File: src/rtl/down_counter_timer_pkg.sv
// Shared definitions for the down-counter timer and the sibling up-counters.
// Holds the state encoding and the default counter width.
// No logic; constants and types only.
package down_counter_timer_pkg;

  // Default counter width, shared with the up-counter blocks.
  localparam int DEFAULT_WIDTH = 6;

  // Controller states; 2'd3 is unused and recovers to ST_IDLE.
  typedef enum logic [1:0] {
    ST_IDLE = 2'd0,
    ST_RUN  = 2'd1,
    ST_DONE = 2'd2
  } state_t;

endpackage

File: src/rtl/down_counter_timer.sv
// Loadable down-counter: decrements on enabled clocks, pulses tc at zero, then halts or reloads.
// Latency: load visible one edge after the strobe; all outputs registered, no comb in->out path.
// Backpressure: none; en low freezes the count, load always wins over en.
module down_counter_timer
  import down_counter_timer_pkg::*;
#(
  parameter int WIDTH       = DEFAULT_WIDTH,
  parameter bit AUTO_RELOAD = 1'b0
) (
  input  logic             clock,
  input  logic             clear_n,
  input  logic             en,
  input  logic             load,
  input  logic [WIDTH-1:0] load_value,
  output logic [WIDTH-1:0] count,
  output logic             busy,
  output logic             tc,
  output logic             done
);

  localparam logic [WIDTH-1:0] CNT_ZERO = '0;
  localparam logic [WIDTH-1:0] CNT_ONE  = WIDTH'(1);

  state_t           state_q;
  state_t           state_d;
  logic [WIDTH-1:0] count_d;
  logic [WIDTH-1:0] reload_q;
  logic [WIDTH-1:0] reload_d;
  logic             tc_d;

  // Next-state, next-count and terminal-count decision; load overrides everything.
  always_comb begin
    state_d  = state_q;
    count_d  = count;
    reload_d = reload_q;
    tc_d     = 1'b0;
    if (load) begin
      count_d  = load_value;
      reload_d = load_value;
      if (load_value == CNT_ZERO) begin
        // Loading zero is an immediate terminal count.
        state_d = ST_DONE;
        tc_d    = 1'b1;
      end else begin
        state_d = ST_RUN;
      end
    end else begin
      case (state_q)
        ST_IDLE, ST_DONE: begin
          // en is ignored; count holds.
        end
        ST_RUN: begin
          if (en) begin
            if (count == CNT_ZERO) begin
              // Only reachable with auto-reload: the one visible zero cycle ends here.
              count_d = reload_q;
            end else if (count == CNT_ONE) begin
              count_d = CNT_ZERO;
              tc_d    = 1'b1;
              if (!AUTO_RELOAD) begin
                state_d = ST_DONE;
              end
            end else begin
              count_d = count - CNT_ONE;
            end
          end
        end
        default: begin
          state_d = ST_IDLE;
        end
      endcase
    end
  end

  // State, counter, reload value and tc pulse registers.
  always_ff @(posedge clock or negedge clear_n) begin
    if (!clear_n) begin
      state_q  <= ST_IDLE;
      count    <= '0;
      reload_q <= '0;
      tc       <= 1'b0;
    end else begin
      state_q  <= state_d;
      count    <= count_d;
      reload_q <= reload_d;
      tc       <= tc_d;
    end
  end

  // Status flags decode straight from the state register, so they stay registered.
  assign busy = (state_q == ST_RUN);
  assign done = (state_q == ST_DONE);

endmodule

File: config.mk
export PLATFORM = sky130hd
export DESIGN_NAME = down_counter_timer
export DESIGN_NICKNAME = d
export VERILOG_FILES = /design/src/rtl/down_counter_timer_pkg.sv /design/src/rtl/down_counter_timer.sv
export SDC_FILE = /design/constraint.sdc
export NUM_CORES = 1
export LEC_CHECK = 0
export BUFFER_PORTS_ARGS = -buffer_cell sky130_fd_sc_hd__buf_2
export CORE_MARGIN = 1
export CORE_UTILIZATION = 55
export DETAILED_ROUTE_END_ITERATION = 10
export PLACE_DENSITY = 0.81
export SKIP_LAST_GASP = 1
export SYNTH_ARGS = -nofsm -noshare
export SYNTH_HDL_FRONTEND = slang
export SYNTH_SLANG_ARGS = --single-unit
File: constraint.sdc
create_clock -name clock -period 2.55 [get_ports clock]
set_clock_uncertainty 0.05 [all_clocks]
set_input_delay 0.255 -clock clock [delete_from_list [all_inputs] [get_ports clock]]
set_output_delay 0.255 -clock clock [all_outputs]
set_load 0.03 [all_outputs]
# After elaboration in Yosys (flattened, before gate mapping)
# Index checks and enable logic that the tools add are counted.
# Widths: inputs -> output; s select.
# totals
ff_bits	15
inputBits	10
output_inout_bits	9
word_cells	37
# classes
addsub	1
n_eq_ne	7
mux	17
reduce_logical	8
# op_table
cell	n
$mux 6	5
$logic_not 6->1	2
$mux 2	5
$eq 6x1->1 const B	1
$mux 1	6
$ne 3x3->1 const B	2
$sub 6x1->6 const B	1
$pmux 2 s2	1
$reduce_and 4->1	1
$reduce_bool 2->1	2
$ne 3x2->1 const B	1
$eq 2x1->1 const B	1
$eq 2x2->1 const B	1
$logic_not 2->1	1
$ne 2x2->1 const B	1
$reduce_and 2->1	1
$reduce_or 2->1	1

# Logic depth before layout (Yosys ltp)
# Gate-level depths: netlist of the first run.
# depth
ltp_word	6
mapped_depth	6
mapped_depth_nobuf	6

# Worst setup path before layout of the first run
# OpenSTA, ideal clock, no wires.
# synth_path
kind	reg2reg
startpoint	reg count[1]
endpoint	reg count[4]
arrival_ns	1.616
required_ns	2.367
slack_ns	0.751
stages_incl_launch_ff	7
cell_sequence	dfrtp_1 -> inv_1 -> ha_1 -> nor2_1 -> or3_1 -> a311oi_1 -> o31ai_1
# synth_via
elab_chain_cells	6
# synth_rtl
element	line_no	rtl
start, declared	down_counter_timer.sv:15	output logic [WIDTH-1:0] count,
start signal, assigned	down_counter_timer.sv:84	count <= count_d;
$sub 6x1->6 / $eq 6x1->1 (equally long branches)	down_counter_timer.sv:64, down_counter_timer.sv:57	
$mux 6	down_counter_timer.sv:57	end else if (count == CNT_ONE) begin
$mux 6 (*)	down_counter_timer.sv:54	if (count == CNT_ZERO) begin
$mux 6 (*)	down_counter_timer.sv:53	if (en) begin
$mux 6 (*)	down_counter_timer.sv:48	case (state_q)
$mux 6 (*)	down_counter_timer.sv:37	if (load) begin
# Every way passes the cells marked *; elsewhere a longest branch is shown, timed or not. The select of a mux whose other input is x is not followed.
# A chain may end at the register's enable or synchronous reset.

# Final worst setup path of the first run
# layout_path
startpoint	reg count[0]
endpoint	reg count[4]
# Same word-level chain as after synthesis.

==> out/metrics.cfg, run 1 <==
[global_route]
grtUsageTotal=0.244
grt_overflow_total=0
grt_pass1_wl_um=3220
grt_start_max_net_pins=24
first_global_vias=748
antenna_found_initial=0

[route]
wl_per_cell_um=14.9
routed_via_density=6.09
initialDrtViolationCount=28
dr.max_layer_used=met4
detail_route.first_pass.iterations=4
drc_errors=0
drt_wl_total_um=1900
via_count=779
drt-met1-wl_um=879
ant_nets=0
wl_met2_um=849
wl_met3_um=117

[layout]
final_area_um2=1000
mostFrequentLayoutCell=buf_2
postLayoutCoreUtil=0.726
final_cell_mix=buf_2 (18), dfrtp_1 (15), nor2_1 (8)
diodes=0
area_delta_synth_final_pct=15.4
fin_nets=127
final_layout_size_suffix_gt1_frac=0.239
fillers=119

[logic_synthesis]
yosysUniqueCellTypes=33
synthCells=93
ys_seq_area_frac=0.432
ys_ff_latch=15
synth_edf_count=0
synth.avg_cell_area_um2=9.35
syn-num-nets=106
synth-async-reset-ratio=1.00
yosys_warnings=0
synthFlopType=dfrtp_1
synth_area_um2=870

[status]
status=finished, final reports clean

[clock_tree]
clk_pin_slew_ps=90
cts_tree=built
cts_sinks=15
post_cts_buffers=0
root_buffer=clkbuf_4
cts_made_buffers=3
clock_path_buffers=2
insertion_delay_ps=290
htreeDepth=1

[sta]
worst_slack_ps=754
period_share=0.704
fmax_mhz=557
slew_headroom=0.717
period_needed_ps=1800
tightestPinTransition_ps=421
hold_violations=0
fin_setup_tns_ps=0
setup_viol=0
grt_setup_unrepaired=false
slew_viol_final=0

[die]
rows=13
num_io_pins=19
die_area_um2=1740
die_y_um=41.8
start_util=0.629
design.core.area_um2=1380
die_w_um=41.8

[placed_design]
gp_congestion=0.866
place_hpwl_um=1390
dpl_cell_area_um2=967
port_buffers=18
pre_cts_slack_ps=786

[pwr]
post-layout-total-power_mw=0.593
total_leakage_power_nw=0.493
vdd.ir_drop.worst_mv=0.379
p_per_area_nw_per_um2=591

[setup_path]
cp_max_fo=7
path_class=reg -> reg
crit_arrival_ps=1910
worstSetupStartpointType=register
endpoint_kind=register
crit_required_ps=2670

[run]
maxCapViolations=0

[hold_path]
hold_class=in -> reg

==> Yosys cell counts, drive strengths merged (2+ instances only) <==
library cell / number / area (µm²)
nor2b: 3 / 18.8
dfrtp: 15 / 375
o21ai: 6 / 30.0
a21o: 2 / 15.0
nor3: 4 / 20.0
mux2: 3 / 37.5
a21oi: 3 / 15.0
nor2: 8 / 30.0
nand3b: 2 / 15.0
nand2b: 2 / 12.5
ha: 3 / 37.5
a21boi: 2 / 15.0
nand3: 7 / 35.0
nand2: 7 / 28.8
o31ai: 2 / 15.0
inv: 7 / 26.3
clkbuf: 3 / 11.3
==> flip-flops by register name, summed over array words and instances (netlist names) <==
| signal | count |
|---|---|
| tc | 1 |
| reload_q | 6 |
| state_q | 2 |
| count | 6 |
==> per-stage QoR <==
step | cells | hold slack (ps)
after floorplan | 93 | -90.6
after global placement | 123 | 123
after detailed placement | 123 | 124
after CTS | 128 | 163
after global routing | 128 | 158
final | 128 | 161
==> final timing paths <==
kind | depth (start not counted) | from | slack, ps | to
max in group asynchronous | 2 | clear_n | 1860 | reload_q[5]
min | 2 | load_value[0] | 160 | reload_q[0]
max | 6 | count[0] | 750 | count[4]
min in group asynchronous | 2 | clear_n | 340 | tc
max reg2reg | 6 | count[0] | 750 | count[4]
min reg2reg | 2 | reload_q[2] | 440 | reload_q[2]
==> routing by layer <==
metal  global-route usage  vias up
li1                     -      372
met1                0.334      362
met2                0.375       38
met3               0.0261        7
met4                0.135        0
met5                    0        -
==> worst max-delay path: stages (launching register included) <==
cell	delay, ps
dfrtp_1	440
inv_1	110
ha_1	290
nor2_1	100
or3_1	330
a311oi_1	270
o31ai_1	90
==> kinds of logic after synthesis <==
family	count (synthesis)	share of synthesized area
buf+inv	10	0.0432
mux	3	0.0432
compound gates	23	0.186
fa+ha+maj	3	0.0432
simple gates	39	0.253
flops	15	0.432
==> timing repair <==
item	CTS	global route
hold buffers	1	0
gates resized for setup	0	0
endpoints found under the hold margin	15	0
==> layout make-up <==
type                       count  area [µm²]  area share
tap                           15        18.8      0.0187
sequential                    15         375       0.374
timing repair buffer          19         100      0.0998
inverter                       7        26.3      0.0262
clock buffer                   4        26.3      0.0262
multi-input combinational     68         457       0.455
==> report_power, final <==
| group | internal, mW | switching [mW] |
|---|---|---|
| logic | 0.0635 | 0.103 |
| clock network | 0.0609 | 0.0791 |
| registers | 0.261 | 0.0261 |
(Power assumes the default switching activity.)
==> run 2, diff against run 1 <==
--- a/config.mk
+++ b/config.mk
@@ -7,9 +7,9 @@
 export LEC_CHECK = 0
 export BUFFER_PORTS_ARGS = -buffer_cell sky130_fd_sc_hd__buf_2
 export CORE_MARGIN = 1
-export CORE_UTILIZATION = 55
+export CORE_UTILIZATION = 47
 export DETAILED_ROUTE_END_ITERATION = 10
-export PLACE_DENSITY = 0.81
+export PLACE_DENSITY = 0.73
 export SKIP_LAST_GASP = 1
 export SYNTH_ARGS = -nofsm -noshare
 export SYNTH_HDL_FRONTEND = slang
==> constraint.sdc (replaced) <==
create_clock -name clock -period 1.6 [get_ports clock]
set_clock_uncertainty 0.05 [all_clocks]
set_input_delay 0.16 -clock clock [delete_from_list [all_inputs] [get_ports clock]]
set_output_delay 0.16 -clock clock [all_outputs]
set_load 0.03 [all_outputs]
==> run 2 against run 1 <==
Compared with the run above: the flow now finishes with violations (setup timing); via count is 4.1% higher; utilization is 6.4 points lower; sequential power is 58% higher; sequential share of layout area is 4.1 points lower; global-route usage is 0.72 points lower; clock-buffer cell count stayed put; wire length is 6.3% higher.
==> out/metrics.cfg, run 2 (synthesis gave the netlist of run 1 again) <==
[layout]
fillers=149
multi_input_comb_area_um2=508
seq_area_um2=380
final_area_um2=1140
reg.largest.list=count x6, reload_q x6, state_q x2
mostFrequentLayoutCell=buf_2
final_layout_size_suffix_gt1_frac=0.402
area_delta_synth_final_pct=31.4
fin_nets=136
postLayoutCoreUtil=0.662
stdcell_count=147
final_cell_mix=buf_2 (18), dfrtp_1 (11), buf_4 (9)
diodes=0

[clock_tree]
clk_pin_slew_ps=90
cts_tree=built
insertion_delay_ps=280
clock_path_buffers=2
root_buffer=clkbuf_4
cts_made_buffers=3
cts_sinks=15
htreeDepth=1

[sta]
tightestPinTransition_ps=409
hold_violations=0
period_share=1.02
setup_viol=1
slew_viol_final=0
grt_setup_unrepaired=true
whs_ps=72.2
period_needed_ps=1630
fmax_mhz=614
slew_headroom=0.727
worst_slack_ps=-29.4

[setup_path]
reg2reg_from=count[4]
endpoint_kind=register
r2r_setup_slack_ps=-30
crit_required_ps=1760
crit_arrival_ps=1780
ff2ff_path_depth=5
cp_max_fo=4
r2r-end=count[1]
path_class=reg -> reg
worstSetupStartpointType=register

[route]
drt_wl_total_um=2020
via_count=811
drc_errors=0
detail_route.first_pass.iterations=5
ant_nets=0
routed_via_density=5.52
initialDrtViolationCount=32
wl_per_cell_um=13.7

[hold_path]
worstHoldEndpoint=reload_q[0]
hold_class=in -> reg
whs_path_depth=2
min_from=load_value[0]

[global_route]
antenna_found_initial=0
grt_overflow_total=0
grtUsageTotal=0.237
grt_pass1_wl_um=3360
first_global_vias=762
grt_start_max_net_pins=24

[pwr]
p_per_area_nw_per_um2=894
vdd.ir_drop.worst_mv=0.556
total_leakage_power_nw=0.535
post-layout-total-power_mw=1.02

[die]
design.core.area_um2=1730
die_w_um=45.0
rows=15
die_y_um=45.0
die_area_um2=2030
num_io_pins=19
start_util=0.504

[status]
status=finished with violations
failed_checks=setup timing

[placed_design]
dp_cells=139
dpl_cell_area_um2=1040
port_buffers=18
gp_congestion=0.950
place_hpwl_um=1520

[run]
maxCapViolations=0

run 2: cell types whose count changed in the layout (fill, tap and decap cells not counted), sizes merged:
cell	before	now
buf	18	27
run 2: how the worst max path moves through the flow:
stage	startpoint	to	slack, ps	depth (start not counted)
after floorplan	count[0]	count[4]	6	6
after global placement	count[1]	count[3]	40	6
after detailed placement	count[1]	count[3]	-30	6
after CTS	count[1]	count[3]	6	6
after global routing	count[4]	count[1]	-90	5
final	count[4]	count[1]	-30	5
run 2: final cells by class:
cell class / instances / area share
Multi-Input combinational cell: 68 / 0.445
Sequential cell: 15 / 0.333
Inverter: 7 / 0.0252
Tap cell: 25 / 0.0274
Clock buffer: 4 / 0.0230
Timing Repair Buffer: 28 / 0.147
run 2: power breakdown:
part	switching, mW	internal [mW]	total (mW)	leakage, nW
Combinational	0.200	0.150	0.350	0.345
Sequential	0.0351	0.418	0.453	0.175
Clock	0.121	0.0968	0.218	0.0150
run 2: worst max-delay path, stage by stage, from the launching register on:
cell	delay (ps)
dfrtp_2	440
nor4_4	350
buf_4	190
nand2_2	60
mux2_4	300
a22oi_2	170
run 2: what timing repair did:
action | CTS | global route
gates cloned | 0 | 0
endpoints found under the setup margin | 1 | 4
buffers inserted | 1 | 2
hold endpoints to repair | 15 | 0
pin swaps | 2 | 3
resized for setup | 0 | 9
hold buffers | 1 | 0
run 2: layer usage:
layer	up-vias	share of wire	global-route usage
li1	390	-	-
met1	383	0.46	0.313
met2	32	0.47	0.374
met3	6	0.051	0.0360
met4	0	0.022	0.127
met5	-	0	0
run 2: per-stage QoR:
stage,setup TNS [ps],setup slack [ps]
CTS,0,5.90
global placement,0,40.9
global route,-197,-85.5
finish,-29.4,-29.4
detailed placement,-29.8,-29.8
floorplan,0,6.48
==> run 3, diff against run 2 <==
--- a/config.mk
+++ b/config.mk
@@ -7,9 +7,10 @@
 export LEC_CHECK = 0
 export BUFFER_PORTS_ARGS = -buffer_cell sky130_fd_sc_hd__buf_2
 export CORE_MARGIN = 1
-export CORE_UTILIZATION = 47
+export CORE_UTILIZATION = 49
+export CTS_BUF_LIST = sky130_fd_sc_hd__clkbuf_4
 export DETAILED_ROUTE_END_ITERATION = 10
-export PLACE_DENSITY = 0.73
+export PLACE_DENSITY = 0.76
 export SKIP_LAST_GASP = 1
 export SYNTH_ARGS = -nofsm -noshare
 export SYNTH_HDL_FRONTEND = slang
==> run 3 against run 2 <==
Compared with the run above: the flow now finishes without violations; global-route usage up 0.90 points; combinational power up 6.6%; non-clock buffer count up 2; total power up 4.3%; first-iteration DRC count down 3.1%.
==> out/metrics.cfg, run 3 (synthesis gave the netlist of run 1 again) <==
[clock_tree]
htreeDepth=1
insertion_delay_ps=290
cts_made_buffers=3
root_buffer=clkbuf_4
cts_tree=built
clock_path_buffers=2
cts_sinks=15
clk_pin_slew_ps=90

[layout]
final_cell_mix=buf_2 (18), dfrtp_1 (11), buf_4 (11)
seq_area_um2=380
fin_nets=138
mostFrequentLayoutCell=buf_2
postLayoutCoreUtil=0.733
diodes=0
reg.largest.list=count x6, reload_q x6, state_q x2
multi_input_comb_area_um2=514
fillers=124
area_delta_synth_final_pct=32.9
final_layout_size_suffix_gt1_frac=0.427

[hold_path]
min_from=load_value[0]
whs_path_depth=2
worstHoldEndpoint=reload_q[0]
hold_class=in -> reg

[placed_design]
port_buffers=18
place_hpwl_um=1410
pre_cts_slack_ps=-17.5
gp_congestion=0.862

[die]
design.core.area_um2=1580
start_util=0.552
die_area_um2=1950
die_y_um=44.1
rows=14
num_io_pins=19
die_w_um=44.1

[sta]
period_needed_ps=1580
setup_viol=0
hold_violations=0
grt_setup_unrepaired=true
period_share=0.985
slew_headroom=0.745
slew_viol_final=0
tightestPinTransition_ps=383
worst_slack_ps=23.4
fmax_mhz=634

[global_route]
antenna_found_initial=0
first_global_vias=733
grt_start_max_net_pins=24
grtUsageTotal=0.246
grt_pass1_wl_um=3400
grt_overflow_total=0

[route]
initialDrtViolationCount=31
detail_route.first_pass.iterations=6
drt_wl_total_um=2190
routed_via_density=5.83
drc_errors=0
via_count=816
ant_nets=0
wl_per_cell_um=15.7

[setup_path]
reg2reg_from=count[0]
cp_max_fo=4
path_class=reg -> reg
crit_slowest_cell=dfrtp_2
r2r_setup_slack_ps=20
crit_required_ps=1710
path_cells=inv_2 > ha_4 > nor2_2 > or3_4 > a311oi_2 > o31ai_1
r2r-end=count[4]
ff2ff_path_depth=6
endpoint_kind=register
crit_arrival_ps=1680
cp_top_family=flip-flops
critPathBufInv=1
slowest_delay_ps=460
worstSetupStartpointType=register

[run]
maxCapViolations=0

[status]
status=finished, final reports clean

[pwr]
vdd.ir_drop.worst_mv=0.682
p_per_area_nw_per_um2=921
total_leakage_power_nw=0.549

[run 3: final cells by class]
type,instances,share of cell area
Clock buffer,4,0.0260
Inverter,7,0.0249
Multi-Input combinational cell,68,0.445
Sequential cell,15,0.329
Tap cell,16,0.0173
Timing Repair Buffer,30,0.158
[run 3: worst max-delay path by stage]
| stage | from | to | slack (ps) | depth (start not counted) |
|---|---|---|---|---|
| 6_report | count[0] | count[4] | 20 | 6 |
| 5_1_grt | count[4] | count[1] | -30 | 5 |
| 4_1_cts | count[0] | count[4] | -20 | 6 |
| 3_5_place_dp | count[1] | count[4] | -20 | 6 |
| 3_3_place_gp | count[1] | count[4] | 10 | 6 |
| 2_1_floorplan | count[0] | count[4] | 6 | 6 |
[run 3: timing repair]
item | 4_1_cts | 5_1_grt
resized for setup | 5 | 6
hold buffers | 1 | 0
cloned | 0 | 0
endpoints found under the setup margin | 2 | 8
pin swaps | 5 | 6
buffers inserted | 5 | 1
endpoints found under the hold margin | 15 | 0
[run 3: report_power, final]
group          leakage [nW]  internal (mW)  switching (mW)
Combinational         0.355          0.162           0.211
Sequential            0.175          0.418          0.0379
Clock                0.0184          0.114           0.122
[run 3: worst register-to-register path, cell delays in order, from the launching register on]
cell and delay, ps:
dfrtp_2 460, inv_2 90, ha_4 140, nor2_2 50, or3_4 350, a311oi_2 220
o31ai_1 90
[run 3: stage by stage]
step	hold slack, ps	instance area (µm²)	cells	setup TNS (ps)	total power, mW
finish	66.9	1160	140	0	1.06
global route	69.2	1160	140	-54.7	1.10
CTS	64.7	1130	139	-18.0	1.03
detailed placement	29.4	1020	129	-17.5	0.760
global placement	27.5	1020	129	0	0.754
floorplan	-186	887	93	0	0.658
[run 3: per-layer routing]
layer	GRT usage	routed length, µm	vias up
met5	0	0	-
met4	0.0727	26	0
met3	0.0367	107	4
met2	0.415	1130	31
met1	0.328	928	390
li1	-	-	391
